$ cat config.mk
export PLATFORM = sky130hd
export DESIGN_NAME = load_store_unit
export DESIGN_NICKNAME = d
export VERILOG_FILES = /design/src/rtl/lsu_pkg.sv /design/src/rtl/lsu_align.sv /design/src/rtl/load_store_unit.sv
export SDC_FILE = /design/constraint.sdc
export NUM_CORES = 1
export LEC_CHECK = 0
export ABC_CLOCK_PERIOD_IN_PS = 5600
export CAP_MARGIN = 15
export CELL_PAD_IN_SITES_DETAIL_PLACEMENT = 1
export CELL_PAD_IN_SITES_GLOBAL_PLACEMENT = 1
export CORE_MARGIN = 10
export CORE_UTILIZATION = 38
export DETAILED_ROUTE_END_ITERATION = 10
export PLACE_DENSITY = 0.84
export SYNTH_ARGS = -nofsm -noshare
export SYNTH_HDL_FRONTEND = slang
export SYNTH_HIERARCHICAL = 1
export SYNTH_SLANG_ARGS = --single-unit
$ cat constraint.sdc
create_clock -name clk -period 5.6 [get_ports clk]
set_input_delay 0.84 -clock clk [delete_from_list [all_inputs] [get_ports clk]]
set_output_delay 0.84 -clock clk [all_outputs]
set_load 0.05 [all_outputs]
$ cat src/rtl/lsu_pkg.sv
// Shared funct3 encodings and FSM state type for the load/store unit.
// No logic: types and constants only.
package lsu_pkg;

  localparam logic [2:0] F3_B  = 3'b000;
  localparam logic [2:0] F3_H  = 3'b001;
  localparam logic [2:0] F3_W  = 3'b010;
  localparam logic [2:0] F3_BU = 3'b100;
  localparam logic [2:0] F3_HU = 3'b101;

  typedef enum logic [1:0] {
    IDLE = 2'd0,
    REQ  = 2'd1,
    WAIT = 2'd2,
    DONE = 2'd3
  } lsu_state_t;

endpackage

$ cat src/rtl/lsu_align.sv
// Byte-lane steering: store byte enables/replication, load extract/extension, legality check.
// Purely combinational, zero latency; no flow control of its own.
module lsu_align
  import lsu_pkg::*;
(
  input  logic [2:0]  funct3,
  input  logic        is_store,
  input  logic [1:0]  addr_lo,
  input  logic [31:0] wdata,
  input  logic [31:0] bus_rdata,
  output logic [3:0]  be,
  output logic [31:0] lane_wdata,
  output logic [31:0] ext_rdata,
  output logic        illegal
);

  logic [31:0] shifted;

  assign shifted = bus_rdata >> {addr_lo, 3'b000};

  always_comb begin
    be         = 4'b0000;
    lane_wdata = wdata;
    ext_rdata  = 32'h0000_0000;
    illegal    = 1'b0;

    case (funct3)
      F3_B, F3_BU: begin
        be         = 4'b0001 << addr_lo;
        lane_wdata = {4{wdata[7:0]}};
      end
      F3_H, F3_HU: begin
        be         = 4'b0011 << {addr_lo[1], 1'b0};
        lane_wdata = {2{wdata[15:0]}};
        illegal    = addr_lo[0];
      end
      F3_W: begin
        be         = 4'b1111;
        illegal    = (addr_lo != 2'b00);
      end
      default: illegal = 1'b1;
    endcase

    // Unsigned variants exist only for loads.
    if (is_store && (funct3 == F3_BU || funct3 == F3_HU))
      illegal = 1'b1;

    case (funct3)
      F3_B:    ext_rdata = {{24{shifted[7]}}, shifted[7:0]};
      F3_H:    ext_rdata = {{16{shifted[15]}}, shifted[15:0]};
      F3_W:    ext_rdata = bus_rdata;
      F3_BU:   ext_rdata = {24'h00_0000, shifted[7:0]};
      F3_HU:   ext_rdata = {16'h0000, shifted[15:0]};
      default: ext_rdata = 32'h0000_0000;
    endcase
  end

endmodule

$ cat src/rtl/load_store_unit.sv
// Core data-port to handshaked bus bridge; store 3 cycles, load 4 cycles minimum.
// Stalls the core until bus_gnt (and bus_rvalid for loads); each bus wait cycle adds one cycle.
module load_store_unit
  import lsu_pkg::*;
#(
  parameter int ADDR_W = 32
) (
  input  logic              clk,
  input  logic              reset_n,
  input  logic              mem_en,
  input  logic              mem_we,
  input  logic [2:0]        funct3,
  input  logic [ADDR_W-1:0] addr,
  input  logic [31:0]       wdata,
  output logic [31:0]       rdata,
  output logic              stall,
  output logic              access_err,
  output logic              bus_req,
  output logic              bus_we,
  output logic [ADDR_W-1:0] bus_addr,
  output logic [31:0]       bus_wdata,
  output logic [3:0]        bus_be,
  input  logic              bus_gnt,
  input  logic              bus_rvalid,
  input  logic [31:0]       bus_rdata
);

  lsu_state_t  state;
  logic [2:0]  f3_q;
  logic        we_q;
  logic [1:0]  addr_lo_q;

  logic        idle;
  logic        accept;
  logic [2:0]  al_f3;
  logic        al_store;
  logic [1:0]  al_lo;
  logic [3:0]  al_be;
  logic [31:0] al_wdata;
  logic [31:0] al_rdata;
  logic        al_illegal;

  // One aligner serves both phases: live core inputs in IDLE, latched ones afterwards.
  assign idle     = (state == IDLE);
  assign al_f3    = idle ? funct3     : f3_q;
  assign al_store = idle ? mem_we     : we_q;
  assign al_lo    = idle ? addr[1:0]  : addr_lo_q;

  lsu_align u_align (
    .funct3     (al_f3),
    .is_store   (al_store),
    .addr_lo    (al_lo),
    .wdata      (wdata),
    .bus_rdata  (bus_rdata),
    .be         (al_be),
    .lane_wdata (al_wdata),
    .ext_rdata  (al_rdata),
    .illegal    (al_illegal)
  );

  assign access_err = idle && mem_en && al_illegal;
  assign accept     = idle && mem_en && !al_illegal;
  assign stall      = accept || (state == REQ) || (state == WAIT);

  always_ff @(posedge clk or negedge reset_n) begin
    if (!reset_n) begin
      state     <= IDLE;
      f3_q      <= 3'b000;
      we_q      <= 1'b0;
      addr_lo_q <= 2'b00;
      rdata     <= 32'h0000_0000;
      bus_req   <= 1'b0;
      bus_we    <= 1'b0;
      bus_addr  <= '0;
      bus_wdata <= 32'h0000_0000;
      bus_be    <= 4'b0000;
    end else begin
      case (state)
        IDLE: begin
          if (accept) begin
            state     <= REQ;
            f3_q      <= funct3;
            we_q      <= mem_we;
            addr_lo_q <= addr[1:0];
            bus_req   <= 1'b1;
            bus_we    <= mem_we;
            bus_addr  <= {addr[ADDR_W-1:2], 2'b00};
            bus_wdata <= al_wdata;
            bus_be    <= al_be;
          end
        end
        REQ: begin
          if (bus_gnt) begin
            bus_req <= 1'b0;
            state   <= we_q ? DONE : WAIT;
          end
        end
        WAIT: begin
          if (bus_rvalid) begin
            rdata <= al_rdata;
            state <= DONE;
          end
        end
        DONE:    state <= IDLE;
        default: state <= IDLE;
      endcase
    end
  end

endmodule

### Yosys cells after proc, flatten, opt, wreduce, memory -nomap -nowiden

Index checks and enable logic that the tools add are counted.
Widths: inputs -> output; s select.

* input bits: 105
* register bits: 107
* word-level logic and storage cells: 56

* muxes and demuxes: 16
* shifts and indexed selects: 3
* equality and inequality tests: 10
* reductions and logical operators: 18

Operators by type and width (number)
* $pmux 32 s5: 1
* $pmux 32 s2: 1
* $shr 32x5->16: 1
* $pmux 4 s3: 1
* $mux 2: 4
* $pmux 2 s4: 1
* $eq 3x3->1 const B: 2
* $reduce_and 3->1: 2
* $mux 1: 5
* $eq 2x2->1 const B: 2
* $logic_and 1x1->1: 4
* $ne 2x2->1 const B: 2
* $reduce_and 2->1: 2
* $reduce_bool 2->1: 2
* $reduce_or 2->1: 2
* $shl 1x2->4 const A: 1
* $shl 2x2->4 const A: 1
* $eq 3x1->1 const B: 1
* $eq 3x2->1 const B: 1
* $logic_not 3->1: 1
* $logic_or 1x1->1: 3
* $mux 3: 1
* $pmux 1 s3: 1
* $eq 2x1->1 const B: 1
* other kinds (4): 4

### Longest topological paths before layout

Gate-level depths: netlist (run 1).

* depth in word-level cells: 10
* depth in mapped cells: 13

### By module

The synthesis (run 1) kept the hierarchy.

By module, submodules not included
* load_store_unit: cells an instance 256, instances 1, area an instance 4393.0 µm², sequential area each 2677.6 µm²
* lsu_align: cells an instance 179, instances 1, area an instance 1282.5 µm², sequential area each 0.0 µm²

### Worst setup path before layout (run 1)

No wires, ideal clock.

* path kind: register to output
* start: register state[0]
* end: output stall
* buffers on the path: 5
* slack: 2.025 ns
* data required time: 4.760 ns
* stages on the path, launching flop included: 13
* arrival time: 2.735 ns
* cells stage by stage: dfrtp_1 > inv_1 > ha_1 > buf_6 > mux2_2 > buf_4 > buf_2 > a221oi_1 > a21oi_1 > nand3b_4 > buf_6 > buf_6 > nand2_1

* word-level cells in the longest chain between the ends: 10

Ends and longest elaborated chain
* start, declared: line load_store_unit.sv:28 `lsu_state_t state;`
* start signal, assigned: line load_store_unit.sv:95 `state <= we_q ? DONE : WAIT;`
* $logic_not 2->1 (*): line load_store_unit.sv:44 `assign idle = (state == IDLE);`
* $mux 3 (*): line load_store_unit.sv:45 `assign al_f3 = idle ? funct3 : f3_q;`
* via al_f3[0]: line load_store_unit.sv:35 `logic [2:0] al_f3;`
* $eq 3x1->1, or another cell as far along: line lsu_align.sv:27 `case (funct3)`
* $reduce_or 2->1 / $logic_or 1x1->1 (equally long branches): line lsu_align.sv:27, lsu_align.sv:45
* $pmux 1 s3 / $logic_and 1x1->1 (equally long branches): line lsu_align.sv:27, lsu_align.sv:45
* $mux 1 (*): line lsu_align.sv:45 `if (is_store && (funct3 == F3_BU || funct3 == F3_HU))`
* via al_illegal: line load_store_unit.sv:41 `logic al_illegal;`
* $logic_not 1->1 (*): line load_store_unit.sv:62 `assign accept = idle && mem_en && !al_illegal;`
* $logic_and 1x1->1 (*): line load_store_unit.sv:62
* $logic_or 1x1->1 (*) (2 in series): line load_store_unit.sv:63 `assign stall = accept || (state == REQ) || (state == WAIT);`
* end, declared: line load_store_unit.sv:16 `output logic stall,`

The timed path passes the listed nets; every way through them passes the cells marked *.

### Worst setup path after layout (run 1)

* start: register state[1]
* end: output access_err

* word-level cells in the longest chain between the ends: 7

Ends and longest elaborated chain
* $logic_not 2->1 (*): line load_store_unit.sv:44
* $mux 3 (*): line load_store_unit.sv:45
* via al_f3[0]: line load_store_unit.sv:35
* $eq 3x1->1, or another cell as far along: line lsu_align.sv:27
* $reduce_or 2->1 / $logic_or 1x1->1 (equally long branches): line lsu_align.sv:27, lsu_align.sv:45
* $pmux 1 s3 / $logic_and 1x1->1 (equally long branches): line lsu_align.sv:27, lsu_align.sv:45
* $mux 1 (*): line lsu_align.sv:45
* via al_illegal: line load_store_unit.sv:41
* $logic_and 1x1->1 (*): line load_store_unit.sv:61 `assign access_err = idle && mem_en && al_illegal;`
* end, declared: line load_store_unit.sv:17 `output logic access_err,`

Marked as above.

==> Implementation_results.wiki, run 1 <==
{| class="wikitable"
! Metric !! Value
|-
| Result of the run || finished clean
|-
| Filler Cells Inserted || 1,481
|-
| Estimated wirelength of the detail-placed design || 14,000 microns
|-
| Power per cell area || 746 nW/um^2
|-
| Post-layout net count || 726
|-
| Global-route track usage on met2 || 0.323
|-
| I/O pins || 209
|-
| Parity-gate share of the synthesized area counting xor and xnor cells || 0.00154
|-
| Number of violations reported at the end of detailed-routing iteration 0 || 133
|-
| Total wire length after detailed routing || 18,600 microns
|-
| Height of the die || 142 microns
|-
| DRC violations left || 0
|-
| Number of global-route vias before repair || 4,670
|-
| Combinational family with the most area after synthesis || multiplexers
|-
| Initial cell density of the core || 0.389
|-
| Clock skew || 0.00353 ns
|-
| Die ar. || 20,200 sq um
|-
| Wire length of the first global-routing pass || 28,200 microns
|-
| Crit Path Class || reg2out
|-
| Worst endpoint required time || 4.76 ns
|-
| Biggest fanout along the worst timing path || 22
|-
| Ranking of synthesized cells by instance count || dfrtp_1 (107), mux2_2 (81), mux2_4 (48)
|-
| Worst relative slew slack || 0.402
|-
| Yosys warning total || 6
|-
| IR Drop Worst-Case VDD || 0.401 mV
|-
| Minimum period implied by the final worst setup slack || 4.41 ns
|-
| Cells resized by post-CTS repair || 0
|-
| Setup tns final || 0 ns
|-
| Number of I/O port buffers || 206
|-
| Portion of the post-synthesis area used by sequential elements || 0.472
|-
| Share of post-route cells with drive strength above 1 || 0.260
|-
| Cell types occupying the most area after synthesis || dfrtp_1 (47%), mux2_2 (16%), mux2_4 (13%)
|-
| All-layer global routing usage || 0.178
|-
| Overall die width || 142 microns
|-
| Number of buffers created by CTS || 9
|-
| Number of antenna violations at the first check in global routing || 0
|-
| Detailed-route via count || 4,219
|-
| Crit-path max cell delay || 0.80 ns
|-
| Maximum number of pins on one net before global-route repair || 68
|-
| Post-DR vias/cell || 5.23
|-
| Data arrival time of the critical path || 3.57 ns
|-
| Highest attainable clock frequency || 227 MHz
|-
| Clock sink total || 107
|-
| Number of instances in the synthesized netlist || 435
|-
| Routability congestion estimate || 0.789
|-
| Fraction of the mapped netlist area in simple logic gates || 0.0545
|-
| Layout Area Growth over Synthesis || 41.4%
|-
| Final count of hold timing violations || 0
|-
| Root buffer selected by CTS || clkbuf_16
|-
| Average cell area after synthesis || 13.0 sq um
|-
| Unrepaired setup endpoints after global routing || false
|-
| Ant. Diodes || 0
|-
| Post-synthesis sequential element count || 107
|-
| Total power || 5.99 mW
|-
| Netlist Area Pre-Place || 5680 sq um
|-
| Dominant cell by count in the synthesized netlist || dfrtp_1
|-
| Type of destination of the critical path || primary output
|-
| Met1 layer usage reported by global route || 0.191
|-
| Startpoint of the worst hold path || bus_addr[19]
|-
| Number of synthesized flops with an enable pin || 0
|-
| Bufs on Longest Clock Path || 2
|-
| Skew-Pair Late Insertion Delay || 0.36 ns
|-
| Buffers & Inverters on Critical Path || 2
|-
| Most used routing layer || met2
|-
| Arithmetic-cell share of the synthesized area counting full adders, half adders and majority gates || 0.00661
|-
| Met3 usage in global routing || 0.0547
|-
| Multiplexer share of the synthesized area || 0.311
|-
| Number of distinct library cell variants in the gate-level netlist after synthesis || 48
|-
| Final critical-path share of the clock period || 0.788
|-
| Critical-path top delay cell || clkdlybuf4s50_1
|-
| Synth async-reset ratio || 1.00
|-
| Max-slew violation total from the final report || 0
|-
| Static power due to leakage || 3.65 nW
|-
| Top delay family on crit path || buffers and inverters
|-
| Synth top area share || 0.472
|-
| Finish-stage setup viols || 0
|-
| Reported max-cap violation count || 0
|-
| First-pass detailed-route iteration total || 4
|-
| Prevailing post-synth register cell || dfrtp_1
|-
| Area fraction in compound gates after synthesis || 0.0983
|-
| Sequence of cells on the critical path || inv_1, ha_1, mux2_2, nor2_1, a21oi_1, and3_2, clkdlybuf4s50_1
|-
| Post-CTS repair timing setup buffer count || 0
|-
| Depth of the CTS H-tree || 3
|-
| Final Core Density || 0.550
|-
| Post-synthesis cell type with the largest combined area || dfrtp_1
|-
| FP Rows || 44
|-
| Measured slew at the worst slew-check pin || 0.897 ns
|-
| Critical path launch point type || register
|-
| Final global-route overflow total || 0
|-
| Worst min path class || reg2reg
|-
| Clock slew seen by the registers of the worst setup and hold paths || 0.08 ns
|-
| CORE AREA || 14,600 sq um
|-
| Antenna Nets Post-Route || 0
|-
| Hold-fix buffers at CTS || 0
|-
| Post-DR wirelength/cell || 23.1 microns
|-
| TritonCTS clock tree || yes
|-
| Worst R2R Start || state[1]
|-
| Startpoint of the most critical setup path || state[1]
|}
==> stage by stage <==
| stage | setup WS [ns] | hold WS (ns) | std cells | area [sq um] |
|---|---|---|---|---|
| after detailed placement | 1.37 | 0.492 | 791 | 7720 |
| after global placement | 1.45 | 0.484 | 791 | 7720 |
| after CTS | 1.16 | 0.513 | 807 | 8030 |
| final | 1.19 | 0.506 | 807 | 8030 |
| after floorplan | 2.03 | 0.475 | 436 | 5680 |
| after global routing | 0.994 | 0.529 | 807 | 8030 |
==> power by group <==
part	internal (mW)	switching, mW	leakage [nW]	total (mW)
registers	1.15	0.229	1.32	1.38
logic	1.59	2.34	2.18	3.93
clock network	0.359	0.321	0.152	0.680
total	3.10	2.89	3.65	5.99
==> state kept, by name (all words and copies together) (netlist names) <==
signal     count
bus_wdata     32
rdata         32
bus_addr      30
bus_be         4
f3_q           3
addr_lo_q      2
state          2
bus_req        1
we_q           1
==> worst register-to-register path: cells and delay by family (launching register included) <==
kind                       cells  cell delay, ns
AOI/OAI and AO/OA              1            0.32
muxes                          2            1.08
buffers and inverters          2            0.70
DFF                            1            0.43
adders and majority gates      1            0.49
and+or+nand+nor                2            0.67
==> cell usage in the layout, fill, tap and decap left out, drive strengths merged, types with 2 or more instances in the layout <==
| master | Yosys | final |
|---|---|---|
| dfrtp | 107 | 107 |
| a22o | 2 | 2 |
| buf | 35 | 7 |
| a21o | 15 | 15 |
| clkdlybuf4s50 | 0 | 204 |
| conb | 1 | 2 |
| nand3 | 2 | 2 |
| o2bb2ai | 8 | 8 |
| o31ai | 3 | 3 |
| nand2 | 26 | 26 |
| clkbuf | 5 | 10 |
| ha | 3 | 3 |
| nor2 | 9 | 9 |
| nand3b | 4 | 4 |
| o21ai | 24 | 24 |
| nand2b | 3 | 3 |
| a22oi | 5 | 5 |
| nor2b | 8 | 8 |
| a221o | 7 | 7 |
| a21oi | 4 | 4 |
| inv | 8 | 13 |
| mux2 | 130 | 130 |
| mux2i | 11 | 11 |
==> layout make-up <==
| class | count | area [sq um] | share of cell area |
|---|---|---|---|
| Tap cell | 184 | 230 | 0.0287 |
| Multi-Input combinational cell | 281 | 2690 | 0.335 |
| Inverter | 8 | 30.0 | 0.00374 |
| Clock inverter | 6 | 78.8 | 0.00982 |
| Clock buffer | 10 | 229 | 0.0285 |
| Sequential cell | 107 | 2680 | 0.334 |
| Timing Repair Buffer | 211 | 2090 | 0.261 |
==> layer usage <==
| metal | vias up | wire (microns) | share of wire |
|---|---|---|---|
| met5 | - | 0 | 0 |
| met4 | 0 | 399 | 0.021 |
| met3 | 20 | 1170 | 0.063 |
| met2 | 113 | 10200 | 0.54 |
| met1 | 2163 | 6910 | 0.37 |
| li1 | 1923 | - | - |
==> cells by family (layout without fill, tap and decap cells) <==
| logic type | after synthesis | after routing |
|---|---|---|
| DFF | 107 | 107 |
| muxes | 141 | 141 |
| xor gates and xnor gates | 1 | 1 |
| buffers and inverters | 48 | 235 |
| AOI/OAI and AO/OA | 76 | 76 |
| and+or+nand+nor | 58 | 58 |
| other | 1 | 2 |
| adders and majority gates | 3 | 3 |
==> worst paths after layout <==
| path | end | slack (ns) | cells past startpoint |
|---|---|---|---|
| hold / removal | bus_addr[19] | 0.51 | 1 |
| hold reg to reg | bus_addr[19] | 0.51 | 1 |
| setup reg to reg | bus_addr[2] | 1.80 | 8 |
| max in group asynchronous | rdata[3] | 3.98 | 2 |
| min in group asynchronous | rdata[26] | 0.57 | 1 |
| setup / recovery | access_err | 1.19 | 7 |
(Power assumes the default switching activity.)
==> run 2: changes to the inputs <==
--- a/config.mk
+++ b/config.mk
@@ -5,14 +5,14 @@
 export SDC_FILE = /design/constraint.sdc
 export NUM_CORES = 1
 export LEC_CHECK = 0
-export ABC_CLOCK_PERIOD_IN_PS = 5600
+export ABC_CLOCK_PERIOD_IN_PS = 4150
 export CAP_MARGIN = 15
 export CELL_PAD_IN_SITES_DETAIL_PLACEMENT = 1
 export CELL_PAD_IN_SITES_GLOBAL_PLACEMENT = 1
 export CORE_MARGIN = 10
-export CORE_UTILIZATION = 38
+export CORE_UTILIZATION = 35
 export DETAILED_ROUTE_END_ITERATION = 10
-export PLACE_DENSITY = 0.84
+export PLACE_DENSITY = 0.78
 export SYNTH_ARGS = -nofsm -noshare
 export SYNTH_HDL_FRONTEND = slang
 export SYNTH_HIERARCHICAL = 1
==> constraint.sdc (replaced) <==
create_clock -name clk -period 4.15 [get_ports clk]
set_input_delay 0.6225 -clock clk [delete_from_list [all_inputs] [get_ports clk]]
set_output_delay 0.6225 -clock clk [all_outputs]
set_load 0.05 [all_outputs]
==> Implementation_results.wiki, run 2 (synthesis gave the netlist of run 1 again) <==
{| class="wikitable"
! Metric !! Value
|-
| Result of the run || finished clean
|-
| Worst min path class || in2async
|-
| Height of the die || 147 microns (+3.6%)
|-
| Overall die width || 147 microns (+3.6%)
|-
| Clock slew seen by the registers of the worst setup and hold paths || 0.08 ns (about the same)
|-
| Number of antenna violations at the first check in global routing || 0 (unchanged)
|-
| Crit-path max cell delay || 0.61 ns (-0.19 ns)
|-
| Post-DR wirelength/cell || 22.0 microns (-4.5%)
|-
| FP Rows || 46 (+4.5%)
|-
| Reported max-cap violation count || 0 (unchanged)
|-
| Worst relative slew slack || 0.398 (-0.00369)
|-
| Post-layout net count || 729 (+0.41%)
|-
| Unrepaired setup endpoints after global routing || false
|-
| Number of global-route vias before repair || 4,733 (+1.3%)
|-
| Max-slew violation total from the final report || 0 (unchanged)
|-
| Total length of routed met2 wires || 9790 microns (-3.6%)
|-
| Depth of the CTS H-tree || 3 (unchanged)
|-
| Biggest fanout along the worst timing path || 31 (+41%)
|-
| Detailed-route via count || 4,215 (-0.095%)
|-
| TritonCTS clock tree || yes
|-
| Final count of hold timing violations || 0 (unchanged)
|-
| Filler Cells Inserted || 1,662 (+12%)
|-
| Critical-path top delay cell || mux2_2
|-
| Sequence of cells on the critical path || inv_1, ha_1, mux2_2, a221oi_1, a21oi_1, nand3b_4, nand2_1, buf_12
|-
| Number of I/O port buffers || 206 (unchanged)
|-
| Routability congestion estimate || 0.807 (+2.3%)
|-
| Maximum number of pins on one net before global-route repair || 71 (+4.4%)
|-
| Commonest cells after routing, fill and taps aside || clkdlybuf4s50_1 (203), dfrtp_1 (107), mux2_2 (81)
|-
| Clock sink total || 107 (unchanged)
|-
| DRC violations left || 0 (unchanged)
|-
| Wire length of the first global-routing pass || 28,900 microns (+2.4%)
|-
| Initial cell density of the core || 0.357 (-0.0317)
|-
| Setup tns final || 0 ns (unchanged)
|-
| Skew-Pair Late Insertion Delay || 0.35 ns (about the same)
|-
| Total wire length after detailed routing || 18,600 microns (-0.37%)
|-
| Routed wire length on met3 || 966 microns (-17%)
|-
| Root buffer selected by CTS || clkbuf_16
|-
| Antenna Nets Post-Route || 0 (unchanged)
|-
| Crit Path Class || reg2out
|-
| I/O pins || 209 (unchanged)
|-
| Total power || 8.07 mW (+35%)
|-
| Power per cell area || 996 nW/um^2 (+34%)
|-
| Met1 WL || 7450 microns (+7.9%)
|-
| CORE AREA || 15,900 sq um (+8.9%)
|-
| Post-CTS repair timing setup buffer count || 0 (unchanged)
|-
| All-layer global routing usage || 0.169 (-0.00966)
|-
| Data arrival time of the critical path || 3.14 ns (-0.43 ns)
|-
| Cell area reported after detailed placement || 7800 sq um (+1.1%)
|-
| Clock skew || 0.0121 ns (+0.00858 ns)
|-
| Final Core Density || 0.510 (-0.0402)
|-
| Layout Area Growth over Synthesis || 42.8%
|-
| Most common cell after layout, fill and taps aside || clkdlybuf4s50_1
|-
| Estimated wirelength of the detail-placed design || 14,200 microns (+1.5%)
|-
| Measured slew at the worst slew-check pin || 0.903 ns (+0.00554 ns)
|-
| Minimum period implied by the final worst setup slack || 3.76 ns
|-
| Final global-route overflow total || 0 (unchanged)
|-
| Die ar. || 21,700 sq um (+7.3%)
|-
| IR Drop Worst-Case VDD || 0.488 mV (+22%)
|-
| Post-layout instance area || 8100 sq um (+0.94%)
|-
| Highest attainable clock frequency || 266 MHz
|-
| Post-DR vias/cell || 5.01 (-4.2%)
|-
| Finish-stage setup viols || 0 (unchanged)
|-
| Top routing layer in use || met4
|-
| Type of destination of the critical path || primary output
|-
| Worst endpoint required time || 3.53 ns (-1.23 ns)
|-
| Bufs on Longest Clock Path || 2 (unchanged)
|-
| Critical path launch point type || register
|-
| Number of violations reported at the end of detailed-routing iteration 0 || 262 (+97%)
|-
| First-pass detailed-route iteration total || 4 (unchanged)
|-
| Share of post-route cells with drive strength above 1 || 0.265 (+0.00514)
|-
| Cell count after placement || 826 (+4.4%)
|-
| Cells resized by post-CTS repair || 0 (unchanged)
|-
| Largest registers || bus_wdata (32), rdata (32), bus_addr (30)
|-
| Number of buffers created by CTS || 9 (unchanged)
|-
| Ant. Diodes || 0 (unchanged)
|-
| Final critical-path share of the clock period || 0.906
|-
| Static power due to leakage || 3.67 nW (+0.55%)
|-
| Number of standard cells in the layout, taps in and fillers out || 842 (+4.3%)
|-
| Hold-fix buffers at CTS || 0 (unchanged)
|}
run 2: cell count changes in the layout (fill, tap and decap cells not counted):
cell             before  now
clkinvlp_4            0    1
bufinv_16             1    0
inv_8                 2    3
clkdlybuf4s50_1     204  203
buf_4                 7    9
clkbuf_8              0    2
inv_6                 3    0
buf_12                0    2
run 2: per-layer routing:
layer  track usage  vias to the layer above
li1              -                     1921
met2         0.297                      112
met1         0.194                     2161
met5             0                        -
met3        0.0421                       21
met4        0.0585                        0
run 2: worst paths after layout:
check,slack [ns],from,cells after the start,endpoint
max,0.39,state[0],8,stall
min,0.40,reset_n,1,rdata[16]
max reg2reg,0.83,state[0],8,bus_addr[31]
min reg2reg,0.51,bus_addr[19],1,bus_addr[19]
max in group asynchronous,2.91,reset_n,2,bus_wdata[17]
min in group clk,0.51,bus_addr[19],1,bus_addr[19]
run 2: area by class of cell:
cell class	instances	area [sq um]	share of cell area
Clock inverter	4	41.3	0.00510
Multi-Input combinational cell	281	2690	0.332
Inverter	8	30.0	0.00371
Tap cell	216	270	0.0334
Clock buffer	12	256	0.0317
Timing Repair Buffer	214	2140	0.264
Sequential cell	107	2680	0.330
run 2: stage by stage:
stage               hold WS, ns  setup slack, ns
global route              0.476           0.0825
detailed placement        0.494            0.752
finish                    0.402            0.389
global placement          0.486            0.914
CTS                       0.446            0.343
floorplan                 0.327            0.793
run 2: where the power goes:
part | switching [mW] | internal, mW | leakage [nW] | total, mW
logic | 3.17 | 2.18 | 2.20 | 5.35
clock network | 0.417 | 0.454 | 0.145 | 0.871
registers | 0.293 | 1.55 | 1.32 | 1.85
total | 3.88 | 4.19 | 3.67 | 8.07
run 2: critical path, delay by kind of cell, from the launching register on:
| kind | cells | cell delay [ns] |
|---|---|---|
| fa+ha+maj | 1 | 0.51 |
| simple gates | 2 | 0.53 |
| mux | 1 | 0.61 |
| flops | 1 | 0.42 |
| buf+inv | 2 | 0.26 |
| compound gates | 2 | 0.45 |
==> run 3: changes to the inputs <==
--- a/config.mk
+++ b/config.mk
@@ -9,10 +9,10 @@
 export CAP_MARGIN = 15
 export CELL_PAD_IN_SITES_DETAIL_PLACEMENT = 1
 export CELL_PAD_IN_SITES_GLOBAL_PLACEMENT = 1
-export CORE_MARGIN = 10
+export CORE_MARGIN = 4
 export CORE_UTILIZATION = 35
 export DETAILED_ROUTE_END_ITERATION = 10
-export PLACE_DENSITY = 0.78
+export PLACE_DENSITY_LB_ADDON = 0.12
 export SYNTH_ARGS = -nofsm -noshare
 export SYNTH_HDL_FRONTEND = slang
 export SYNTH_HIERARCHICAL = 1
==> Implementation_results.wiki, run 3 (synthesis gave the netlist of run 1 again) <==
{| class="wikitable"
! Metric !! Value
|-
| Largest registers || bus_wdata (32), rdata (32), bus_addr (30)
|-
| Measured slew at the worst slew-check pin || 0.687 ns (-0.216 ns)
|-
| Reg2Reg Setup Slack || 0.74 ns (-0.09 ns)
|-
| Hold-fix buffers at CTS || 0 (unchanged)
|-
| Result of the run || finished clean
|-
| Type of destination of the critical path || primary output
|-
| Wire length of the first global-routing pass || 26,000 microns (-10%)
|-
| Max-slew violation total from the final report || 0 (unchanged)
|-
| Reported max-cap violation count || 0 (unchanged)
|-
| Depth of the CTS H-tree || 3 (unchanged)
|-
| Worst R2R End || bus_addr[9]
|-
| Number of standard cells in the layout, taps in and fillers out || 840 (-0.24%)
|-
| Met1 layer usage reported by global route || 0.230 (+0.0367)
|-
| Layout Area Growth over Synthesis || 43.1%
|-
| Critical path launch point type || register
|-
| Number of global-route vias before repair || 4,642 (-1.9%)
|-
| Worst reg-to-reg path cell count || 8 (unchanged)
|-
| Finish-stage setup viols || 0 (unchanged)
|-
| Initial cell density of the core || 0.357 (unchanged)
|-
| All-layer global routing usage || 0.178 (+0.00987)
|-
| Total wire length after detailed routing || 16,400 microns (-12%)
|-
| Final critical-path share of the clock period || 0.920 (+0.0134)
|-
| Height of the die || 135 microns (-8.1%)
|-
| Unrepaired setup endpoints after global routing || false
|-
| Global-route track usage on met2 || 0.280 (-0.0169)
|-
| Most common cell after layout, fill and taps aside || clkdlybuf4s50_1
|-
| Met3 usage in global routing || 0.0624 (+0.0203)
|-
| Setup tns final || 0 ns (unchanged)
|-
| Skew-Pair Late Insertion Delay || 0.35 ns (about the same)
|-
| Number of antenna violations at the first check in global routing || 0 (unchanged)
|-
| Endpoint of the worst setup timing path || stall
|-
| Post-layout net count || 727 (-0.27%)
|-
| Worst min path class || in2async
|-
| Biggest fanout along the worst timing path || 31 (unchanged)
|-
| Cell area reported after detailed placement || 7780 sq um (-0.29%)
|-
| TritonCTS clock tree || yes
|-
| Die ar. || 18,300 sq um (-16%)
|-
| Ant. Diodes || 0 (unchanged)
|-
| Number of buffers created by CTS || 9 (unchanged)
|-
| Worst R2R Start || state[0]
|-
| Highest attainable clock frequency || 262 MHz (-1.5%)
|-
| Worst relative slew slack || 0.542 (+0.144)
|-
| Commonest cells after routing, fill and taps aside || clkdlybuf4s50_1 (203), dfrtp_1 (107), mux2_2 (81)
|-
| Overall die width || 135 microns (-8.1%)
|-
| FP Rows || 46 (unchanged)
|-
| Cells resized by post-CTS repair || 0 (unchanged)
|-
| First-pass detailed-route iteration total || 4 (unchanged)
|-
| Clock sink total || 107 (unchanged)
|-
| Crit Path Class || reg2out
|-
| I/O pins || 209 (unchanged)
|-
| Detailed-route via count || 4,168 (-1.1%)
|-
| CORE AREA || 15,900 sq um (unchanged)
|-
| Post-layout instance area || 8120 sq um (+0.22%)
|-
| Static power due to leakage || 3.67 nW (about the same)
|-
| Maximum number of pins on one net before global-route repair || 81 (+14%)
|-
| Post-DR vias/cell || 4.96 (-0.88%)
|-
| Sequence of cells on the critical path || inv_1, ha_1, mux2_2, a221oi_1, a21oi_1, nand3b_4, nand2_1, buf_12
|-
| Share of post-route cells with drive strength above 1 || 0.264 (-0.000753)
|-
| Startpoint of the most critical setup path || state[0]
|-
| Power per cell area || 987 nW/um^2 (-0.86%)
|-
| DRC violations left || 0 (unchanged)
|-
| Final global-route overflow total || 0 (unchanged)
|-
| Estimated wirelength of the detail-placed design || 11,900 microns (-16%)
|-
| Post-CTS repair timing setup buffer count || 0 (unchanged)
|-
| Number of violations reported at the end of detailed-routing iteration 0 || 156 (-40%)
|-
| Data arrival time of the critical path || 3.19 ns (+0.05 ns)
|-
| Minimum period implied by the final worst setup slack || 3.82 ns (+0.0554 ns)
|-
| IR Drop Worst-Case VDD || 0.428 mV (-12%)
|-
| Clock skew || 0.0132 ns (+0.00106 ns)
|-
| Crit-path max cell delay || 0.60 ns (about the same)
|-
| Most used routing layer || met2
|-
| Routability congestion estimate || 0.757 (-6.2%)
|-
| Root buffer selected by CTS || clkbuf_16
|-
| Critical-path top delay cell || mux2_2
|-
| Post-DR wirelength/cell || 19.5 microns (-11%)
|-
| Cell count after placement || 823 (-0.36%)
|-
| Clock slew seen by the registers of the worst setup and hold paths || 0.07 ns (about the same)
|-
| Antenna Nets Post-Route || 0 (unchanged)
|-
| Bufs on Longest Clock Path || 2 (unchanged)
|-
| Worst endpoint required time || 3.53 ns (about the same)
|-
| Number of I/O port buffers || 206 (unchanged)
|-
| Final count of hold timing violations || 0 (unchanged)
|}
==> run 3: cell types whose count changed in the layout (fill, tap and decap cells not counted) <==
cell,previous run,this run
inv_8,3,0
buf_4,9,6
clkinvlp_4,1,2
buf_16,0,1
clkbuf_1,1,0
bufinv_16,0,1
clkinv_4,0,1
inv_6,0,2
clkbuf_8,2,1
==> run 3: worst min path at each step <==
stage | to | cells after the start
after detailed placement | rdata[24] | 1
after floorplan | addr_lo_q[0] | 0
after global routing | rdata[1] | 1
after global placement | bus_addr[31] | 1
final | rdata[1] | 1
after CTS | bus_addr[28] | 1
==> run 3: through the flow <==
step | total power [mW] | util | setup slack [ns] | hold slack (ns)
finish | 8.02 | 0.511 | 0.334 | 0.226
global route | 8.45 | 0.511 | 0.141 | 0.251
CTS | 8.12 | 0.509 | 0.280 | 0.504
detailed placement | 7.16 | 0.490 | 0.664 | 0.492
global placement | 7.06 | 0.490 | 0.780 | 0.487
floorplan | 5.62 | - | 0.793 | 0.327
==> run 3: final cells by class <==
type                            count  area [sq um]
Multi-Input combinational cell    281          2690
Sequential cell                   107          2680
Fill cell                        1645          7760
Inverter                            8          30.0
Clock buffer                       10           239
Timing Repair Buffer              212          2140
Tap cell                          216           270
Clock inverter                      6          71.3
==> run 3: metal layers <==
layer,vias to the layer above,wire [microns]
li1,1913,-
met1,2105,7060
met2,130,7790
met3,20,1280
met4,0,295
met5,-,0
==> run 3: worst max-delay path, delay by kind of cell (launching register included) <==
| kind | cells | cell delay, ns |
|---|---|---|
| AO/OA/AOI/OAI | 2 | 0.45 |
| adder cells (fa/ha/maj) | 1 | 0.48 |
| buffers and inverters | 2 | 0.26 |
| flip-flops | 1 | 0.43 |
| multiplexers | 1 | 0.60 |
| AND/OR/NAND/NOR | 2 | 0.63 |
==> run 3: where the power goes <==
part	switching (mW)	leakage (nW)	total, mW	internal (mW)
sequential	0.284	1.32	1.84	1.55
clock	0.415	0.146	0.906	0.491
combinational	3.10	2.20	5.27	2.17
total	3.80	3.67	8.02	4.22
